===== src/rtl/digit_inc_scheduler.sv =====
`default_nettype none
// ============================================================================
// Module   : digit_inc_scheduler
// Purpose  : Walks one shared digit adder across a multi-digit counter on each
//            increment strobe, then offers the digits over valid/ready.
// Revision : 1.0 - initial release
// ============================================================================
module digit_inc_scheduler #(
  parameter int DIGITS = 8,
  parameter int BASE   = 10,
  parameter int DW     = 4
) (
  input  logic                 clk,
  input  logic                 reset,
  input  logic                 inc_stb,
  input  logic                 ref_stb,
  input  logic [DIGITS-1:0]    trigger,
  output logic [DIGITS*DW-1:0] digits,
  output logic                 upd_valid,
  input  logic                 upd_ready,
  output logic                 busy,
  output logic                 overflow,
  output logic                 missed
);

  localparam int             IW     = (DIGITS > 1) ? $clog2(DIGITS) : 1;
  localparam logic [IW-1:0]  c_LAST = IW'(DIGITS - 1);
  localparam logic [DW:0]    c_BASE = (DW + 1)'(BASE);

  typedef enum logic [1:0] {
    S_IDLE    = 2'd0,
    S_SCAN    = 2'd1,
    S_PUBLISH = 2'd2
  } state_t;

  state_t                r_state;
  state_t                w_state_nxt;
  logic                  w_accept;
  logic                  w_last;

  logic [DIGITS*DW-1:0]  r_digits;
  logic [DIGITS-1:0]     r_pend;
  logic [IW-1:0]         r_idx;
  logic                  r_carry;
  logic                  r_overflow;
  logic                  r_missed;

  logic [DW-1:0]         w_cur;
  logic [DW:0]           w_sum;
  logic                  w_wrap;
  logic [DW-1:0]         w_new;
  logic [DIGITS*DW-1:0]  w_digits_nxt;

  always_ff @(posedge clk) begin
    if (reset) begin
      r_state <= S_IDLE;
    end else begin
      r_state <= w_state_nxt;
    end
  end

  always_comb begin
    w_state_nxt = r_state;
    w_accept    = 1'b0;
    w_last      = 1'b0;
    case (r_state)
      S_IDLE: begin
        // An increment with an empty mask falls through to the refresh check
        if (inc_stb && (|trigger)) begin
          w_accept    = 1'b1;
          w_state_nxt = S_SCAN;
        end else if (ref_stb) begin
          w_state_nxt = S_PUBLISH;
        end
      end
      S_SCAN: begin
        if (r_idx == c_LAST) begin
          w_last      = 1'b1;
          w_state_nxt = S_PUBLISH;
        end
      end
      S_PUBLISH: begin
        if (upd_ready) begin
          w_state_nxt = S_IDLE;
        end
      end
      default: w_state_nxt = S_IDLE;
    endcase
  end

  always_comb begin
    w_cur        = r_digits[r_idx*DW +: DW];
    w_sum        = {1'b0, w_cur} + (DW + 1)'(r_pend[r_idx]) + (DW + 1)'(r_carry);
    w_wrap       = (w_sum >= c_BASE);
    w_new        = w_wrap ? DW'(w_sum - c_BASE) : DW'(w_sum);
    w_digits_nxt = r_digits;
    w_digits_nxt[r_idx*DW +: DW] = w_new;
  end

  always_ff @(posedge clk) begin
    if (reset) begin
      r_digits   <= '0;
      r_pend     <= '0;
      r_idx      <= '0;
      r_carry    <= 1'b0;
      r_overflow <= 1'b0;
      r_missed   <= 1'b0;
    end else begin
      r_overflow <= 1'b0;
      r_missed   <= inc_stb && (r_state != S_IDLE);
      if (w_accept) begin
        r_pend  <= trigger;
        r_idx   <= '0;
        r_carry <= 1'b0;
      end
      if (r_state == S_SCAN) begin
        r_digits <= w_digits_nxt;
        r_carry  <= w_wrap;
        r_idx    <= w_last ? '0 : r_idx + IW'(1);
        if (w_last) begin
          r_overflow <= w_wrap;
        end
      end
    end
  end

  assign digits    = r_digits;
  assign upd_valid = (r_state == S_PUBLISH);
  assign busy      = (r_state != S_IDLE);
  assign overflow  = r_overflow;
  assign missed    = r_missed;

endmodule
`default_nettype wire

===== config.mk =====
export PLATFORM = sky130hd
export DESIGN_NAME = digit_inc_scheduler
export DESIGN_NICKNAME = d
export VERILOG_FILES = /design/src/rtl/digit_inc_scheduler.sv
export SDC_FILE = /design/constraint.sdc
export NUM_CORES = 1
export LEC_CHECK = 0
export ABC_AREA = 1
export ABC_CLOCK_PERIOD_IN_PS = 3300
export CAP_MARGIN = 5
export CORE_MARGIN = 2
export CORE_UTILIZATION = 52
export CTS_CLUSTER_DIAMETER = 30
export DETAILED_ROUTE_END_ITERATION = 10
export PLACE_DENSITY = 0.82
export SKIP_LAST_GASP = 1
export SLEW_MARGIN = 30
export SYNTH_ARGS = -nofsm -noshare
export SYNTH_HDL_FRONTEND = slang
export SYNTH_SLANG_ARGS = --single-unit

===== constraint.sdc =====
create_clock -name clk -period 3.3 [get_ports clk]
set_input_delay 0.66 -clock clk [delete_from_list [all_inputs] [get_ports clk]]
set_output_delay 0.66 -clock clk [all_outputs]
set_load 0.1 [all_outputs]

==> run metrics, run 1 <==
CTS root buf=clkbuf_8; CORE AREA=~4700 um2; cell accounting for the most synthesized area=dfxtp_1; Post-Syn Area=2507 um2; Yosys cell types=24; Worst-Skew Late Latency=~0.30 ns; maximum VDD drop=between 0.0002 and 0.0003 V; vias in the first global route=2191; met2 WL post-DR=2.795 mm; share of layout cells above drive strength 1=0.1476; top cells by area, synth=dfxtp_1, a21oi_1, o21ai_0, inv_1, nand2_1; Layout fillers=428; # nets final=439; metal3 WL=436 um; hold depth=2; switching share of power=0.3471; hold slack=roughly 0.46 ns; chip height=73.44 um; grt total ovfl=0; clock power share=0.294; critical path capture point type=flip-flop; WL final=6.398 mm; Setup crit start kind=flip-flop; normalized max-slew margin=0.5941; P_sw=approximately 500 uW; RSZ-0062 raised after global routing=no; post-DP HPWL=4.828 mm; htree depth=2; Initial Util=0.5344; # IOs=49; fin crit period=2.909 ns; drt pass-1 iters=4; post-route antenna net violation count=0; total power=1.446 mW; register area=approximately 960 um2; sequential share of power=0.428; initial antenna violation count=0; Initial DRC Count=237; first-pass GRT wire length=10.46 mm; fin. max-slew vios=0; Comb pwr share=0.278; Seq cells post-synth=48; Max FO, Critical Path=32; Mapped Nets=391; Syn. warnings=0; clk sinks=48; Critical R2R Launch=r_idx[0]$_SDFFE_PP0P_; power density over the cells=approximately 470 nW/um2; Final Skew=0.006259 ns; Worst Min Path Start=r_pend[7]$_SDFFE_PP0P_; area of the multi-input gates=1259 um2; f_max=343.8 MHz; placed insts=466; Final Non-Filler Cells=between 400 and 500; Worst Path Arrival=3.15 ns; largest net degree at the start of global routing=37; FF-to-FF path depth=18; CTS tree=done; DRC errors left=0; area of the die=5393 um2; Routed met1 length=a little over 3 mm; Worst-path clk slew=0.09 ns; Final period util=0.8814; kind of critical path=reg -> reg; Endpoint, Worst Hold=r_pend[7]$_SDFFE_PP0P_; Static Leak=1.373 nW; FF-to-FF End=digits[23]$_SDFFE_PP0P_; CTS Buf Count=5; Mapped Avg Cell Area=around 6.8 um2; # port buffers=48; total track usage=0.2475; Least-Margin Pin Slew=0.6055 ns; hold buffer count at CTS=0; DR top layer=met4; Clock Tree Buf Depth=2; Synth Instances=371; Die X-Extent=73.44 um; Avg WL per Cell=13.50 um; DR vias/cell=between 5 and 6; MaxCap Viol Count=0; GPL Wtd Cong=1.009; sequential area share after synthesis=0.3832; # diodes=0; Site Rows=25; vias after detailed routing=2540; final setup vio count=0; Fin. Hold Viols=0; Synth top area share=0.3832; TNS Setup=0 ns; Area growth syn-to-layout=22.01%; outcome=finished, final reports clean; Int Power=944.4 uW; R2R setup slack=0.39 ns; Req. time, crit path=3.54 ns; worst hold path type=reg -> reg
-- routing by layer --
metal / track usage / vias to the layer above
met5: 0 / -
met4: 0.05657 / 0
met3: 0.05487 / 8
met2: 0.3641 / 76
met1: 0.3686 / 1146
li1: - / 1310
-- Yosys cell counts (all sizes together) --
library cell / number
a211oi: 3
a21oi: 50
a31oi: 3
buf: 7
clkbuf: 6
dfxtp: 48
fa: 1
ha: 6
inv: 59
nand2: 61
nand3: 23
nand4: 7
nor2: 43
nor3: 3
nor4: 2
o21ai: 49
-- sequential cells by signal (all words and copies together), names as in the netlist --
name and count:
r_carry 1, missed 1, digits 32, r_state 2, r_pend 8, overflow 1, r_idx 3
-- worst max-delay path by stage --
stage | start | slack [ns] | endpoint
6_report | r_idx[0]$_SDFFE_PP0P_ | 0.39 | digits[23]$_SDFFE_PP0P_
5_1_grt | r_idx[0]$_SDFFE_PP0P_ | 0.05 | digits[21]$_SDFFE_PP0P_
4_1_cts | r_idx[0]$_SDFFE_PP0P_ | 0.35 | digits[29]$_SDFFE_PP0P_
3_5_place_dp | r_idx[0]$_SDFFE_PP0P_ | 0.37 | digits[29]$_SDFFE_PP0P_
3_3_place_gp | r_idx[0]$_SDFFE_PP0P_ | 0.47 | digits[29]$_SDFFE_PP0P_
2_1_floorplan | digits[4]$_SDFFE_PP0P_ | 0.29 | digits[13]$_SDFFE_PP0P_
-- per-stage QoR --
| stage | cell area (um2) | util | worst slack (ns) |
|---|---|---|---|
| after floorplan | 2507 | - | 0.2924 |
| after global placement | 2944 | 0.6275 | 0.4676 |
| after detailed placement | 2944 | 0.6275 | 0.3666 |
| after CTS | 3055 | 0.6512 | 0.3489 |
| after global routing | 3059 | 0.6520 | 0.04954 |
| final | 3059 | 0.6520 | 0.3913 |
-- what timing repair did --
action / 4_1_cts / 5_1_grt
endpoints found under the hold margin: 0 / 0
endpoints found under the setup margin: 0 / 13
gates resized for setup: 0 / 1
buffers inserted: 0 / 0
-- cells by family after synthesis --
group                    share of synthesized area
AO/OA/AOI/OAI                               0.2141
adder cells (fa/ha/maj)                    0.03792
buffers and inverters                       0.1148
flip-flops                                  0.3832
AND/OR/NAND/NOR                             0.2500
-- power by group through the flow --
stage | Clock [mW] | Sequential [mW] | Combinational (mW)
floorplan | 0 | 0.683 | 0.257
global placement | 0 | 0.630 | 0.393
detailed placement | 0 | 0.631 | 0.397
CTS | 0.427 | 0.618 | 0.399
global route | 0.460 | 0.621 | 0.446
finish | 0.425 | 0.618 | 0.403
-- worst max-delay path, cell delays in order (launching register included) --
cell,delay (ns)
dfxtp_1,0.37
buf_6,0.25
a21oi_1,0.12
o21ai_0,0.09
nand2_1,0.07
nor2_1,0.09
a31oi_1,0.07
fa_1,0.46
ha_1,0.22
inv_1,0.08
nand3_1,0.09
nand2_1,0.07
inv_1,0.05
ha_1,0.19
inv_1,0.07
nand2_1,0.05
nand3_1,0.12
nand4_1,0.21
a21oi_1,0.18
-- layout by cell type, fill, tap and decap left out, types with 2 or more instances in the layout --
master,count
inv_1,58
nand2_1,57
a21oi_1,50
dfxtp_1,48
o21ai_0,46
nor2_1,43
buf_4,41
nand3_1,21
clkdlybuf4s50_1,12
ha_1,6
clkbuf_8,5
nand2_2,4
nand4_2,4
a31oi_1,3
o21ai_1,3
a211oi_1,3
nand4_1,3
nor4_1,2
nand3_2,2
nor3_1,2
-- final cells by class --
cell class                 instances  area share
clock buffer                       5     0.02249
clock inverter                     3     0.01391
inverter                          59     0.07239
multi-input combinational        251      0.4115
sequential                        48      0.3141
tap                               54     0.02209
timing repair buffer              54      0.1436
No activity file was read; power rests on OpenSTA's default activity.
==> run 2, diff against run 1 <==
Settings changed: GPL_TIMING_DRIVEN set to 0, SKIP_LAST_GASP 1 to unset.
==> run metrics, run 2 (same netlist as run 1, synthesis figures left out) <==
outcome=finished, final reports clean; Final Non-Filler Cells=480; CTS Buf Count=5; CTS tree=done; switching share of power=0.3536; Least-Margin Pin Slew=1.006 ns; DRC errors left=0; share of layout cells above drive strength 1=0.06808; TNS Setup=0 ns; f_max=331.1 MHz; most frequent cells in the layout=inv_1, nand2_1, a21oi_1; final setup vio count=0; Static Leak=1.311 nW; total track usage=0.2723; initial antenna violation count=0; worst hold path type=reg -> reg; total power=1.479 mW; kind of critical path=reg -> reg; Clock Tree Buf Depth=2; Comb pwr share=0.283; post-DP HPWL=5.327 mm; grt total ovfl=0; max reg flops=32; post-route antenna net violation count=0; CORE AREA=4692 um2; Site Rows=25; placed insts=473; normalized max-slew margin=0.3274; drt pass-1 iters=7; # port buffers=48; P_sw=about 520 uW; Fin. Hold Viols=0; Final Util=0.6768; Worst-path clk slew=0.09 ns; sequential share of power=0.420; Worst path slowest cell=dfxtp_1; Worst Path Arrival=3.26 ns; Setup crit start kind=flip-flop; Req. time, crit path=between 3 and 4 ns; clk sinks=48; Int Power=956.1 uW; Setup Buffers After CTS=0; largest net degree at the start of global routing=20; Final Skew=0.003568 ns; WL final=6.978 mm; chip height=73.44 um; Max FO, Critical Path=10; Area growth syn-to-layout=26.65%; Initial Util=0.5344; hold buffer count at CTS=0; fin crit period=roughly 3 ns; # nets final=around 450; area of the die=5393 um2; first-pass GRT wire length=11.11 mm; CTS root buf=clkbuf_8; fin. max-slew vios=0; Die X-Extent=73.44 um; Worst path max stage delay=0.43 ns; # diodes=0; GPL Wtd Cong=0.9617; commonest non-fill, non-tap cell in the layout=inv_1; maximum VDD drop=0.0003376 V; critical path capture point type=flip-flop; most frequent CP cell=inv_1; vias in the first global route=between 2000 and 2500; R2R setup slack=0.28 ns; clock power share=0.297; Final period util=0.9153; # IOs=49; MaxCap Viol Count=0; power density over the cells=465.8 nW/um2; DR vias/cell=between 5 and 6; Avg WL per Cell=14.54 um; Initial DRC Count=~220; Worst-Skew Late Latency=around 0.3 ns; critical-path cell list=inv_1 > buf_2 > a21oi_1 > o21ai_0 > nand3_1 > nand2_1 > fa_2 > ha_1 > inv_1 > nand3_1 > nand2_1 > inv_1 > ha_1 > inv_1 > nand2_1 > nand3_1 > nand4_1 > a21oi_1; vias after detailed routing=2607; htree depth=2
run 2: changes by cell type in the layout (fill, tap and decap cells not counted):
| cell | delta |
|---|---|
| clkinv_2 | -1 |
| clkbuf_4 | +1 |
| buf_2 | +3 |
| inv_6 | +1 |
| buf_4 | -39 |
| clkbuf_1 | +5 |
| dfxtp_2 | +1 |
| fa_1 | -1 |
| clkdlybuf4s50_1 | +36 |
| dfxtp_1 | -1 |
| fa_2 | +1 |
run 2: layer usage:
layer	up-vias	part of all wire	GRT usage
met2	116	0.44	0.4117
li1	1319	-	-
met1	1162	0.46	0.3983
met3	10	0.080	0.05213
met5	-	0	0
met4	0	0.017	0.07071
run 2: power groups by stage:
stage,Sequential (mW),Combinational (mW),Clock [mW]
global route,0.624,0.460,0.467
global placement,0.633,0.405,0
finish,0.621,0.419,0.440
floorplan,0.683,0.257,0
CTS,0.620,0.410,0.445
detailed placement,0.634,0.410,0
run 2: area by class of cell:
| type | count | area (um2) |
|---|---|---|
| timing repair buffer | 48 | 480.5 |
| multi-input combinational | 251 | 1261 |
| buffer | 12 | 67.56 |
| clock buffer | 5 | 68.82 |
| clock inverter | 3 | 46.29 |
| inverter | 59 | 221.5 |
| fill | 429 | 1516 |
| sequential | 48 | 962.2 |
| tap | 54 | 67.56 |
run 2: final timing paths:
kind,from,end,depth (start not counted)
worst max-delay path,r_idx[1]$_SDFFE_PP0P_,digits[15]$_SDFFE_PP0P_,18
worst min-delay path,r_pend[7]$_SDFFE_PP0P_,r_pend[7]$_SDFFE_PP0P_,2
worst max register to register,r_idx[1]$_SDFFE_PP0P_,digits[15]$_SDFFE_PP0P_,18
worst min register to register,r_pend[7]$_SDFFE_PP0P_,r_pend[7]$_SDFFE_PP0P_,2
run 2: repair_timing:
| action | 4_1_cts | 5_1_grt |
|---|---|---|
| pin swaps | 0 | 1 |
| gates resized for setup | 0 | 5 |
| endpoints found under the setup margin | 23 | 24 |
run 2: critical path: cells and delay by family, from the launching register on:
kind / cells / cell delay, ns
adder cells (fa/ha/maj): 3 / 0.80
AO/OA/AOI/OAI: 3 / 0.46
AND/OR/NAND/NOR: 7 / 0.80
flip-flops: 1 / 0.43
buffers and inverters: 5 / 0.48
run 2: stage by stage:
stage | hold slack [ns] | area, um2 | worst slack (ns)
detailed placement | 0.4382 | 3055 | -0.05567
CTS | 0.4527 | 3167 | 0.06564
floorplan | 0.4237 | 2507 | 0.2924
global route | 0.4684 | 3176 | -0.001054
global placement | 0.4361 | 3055 | 0.008024
finish | 0.4520 | 3176 | 0.2794
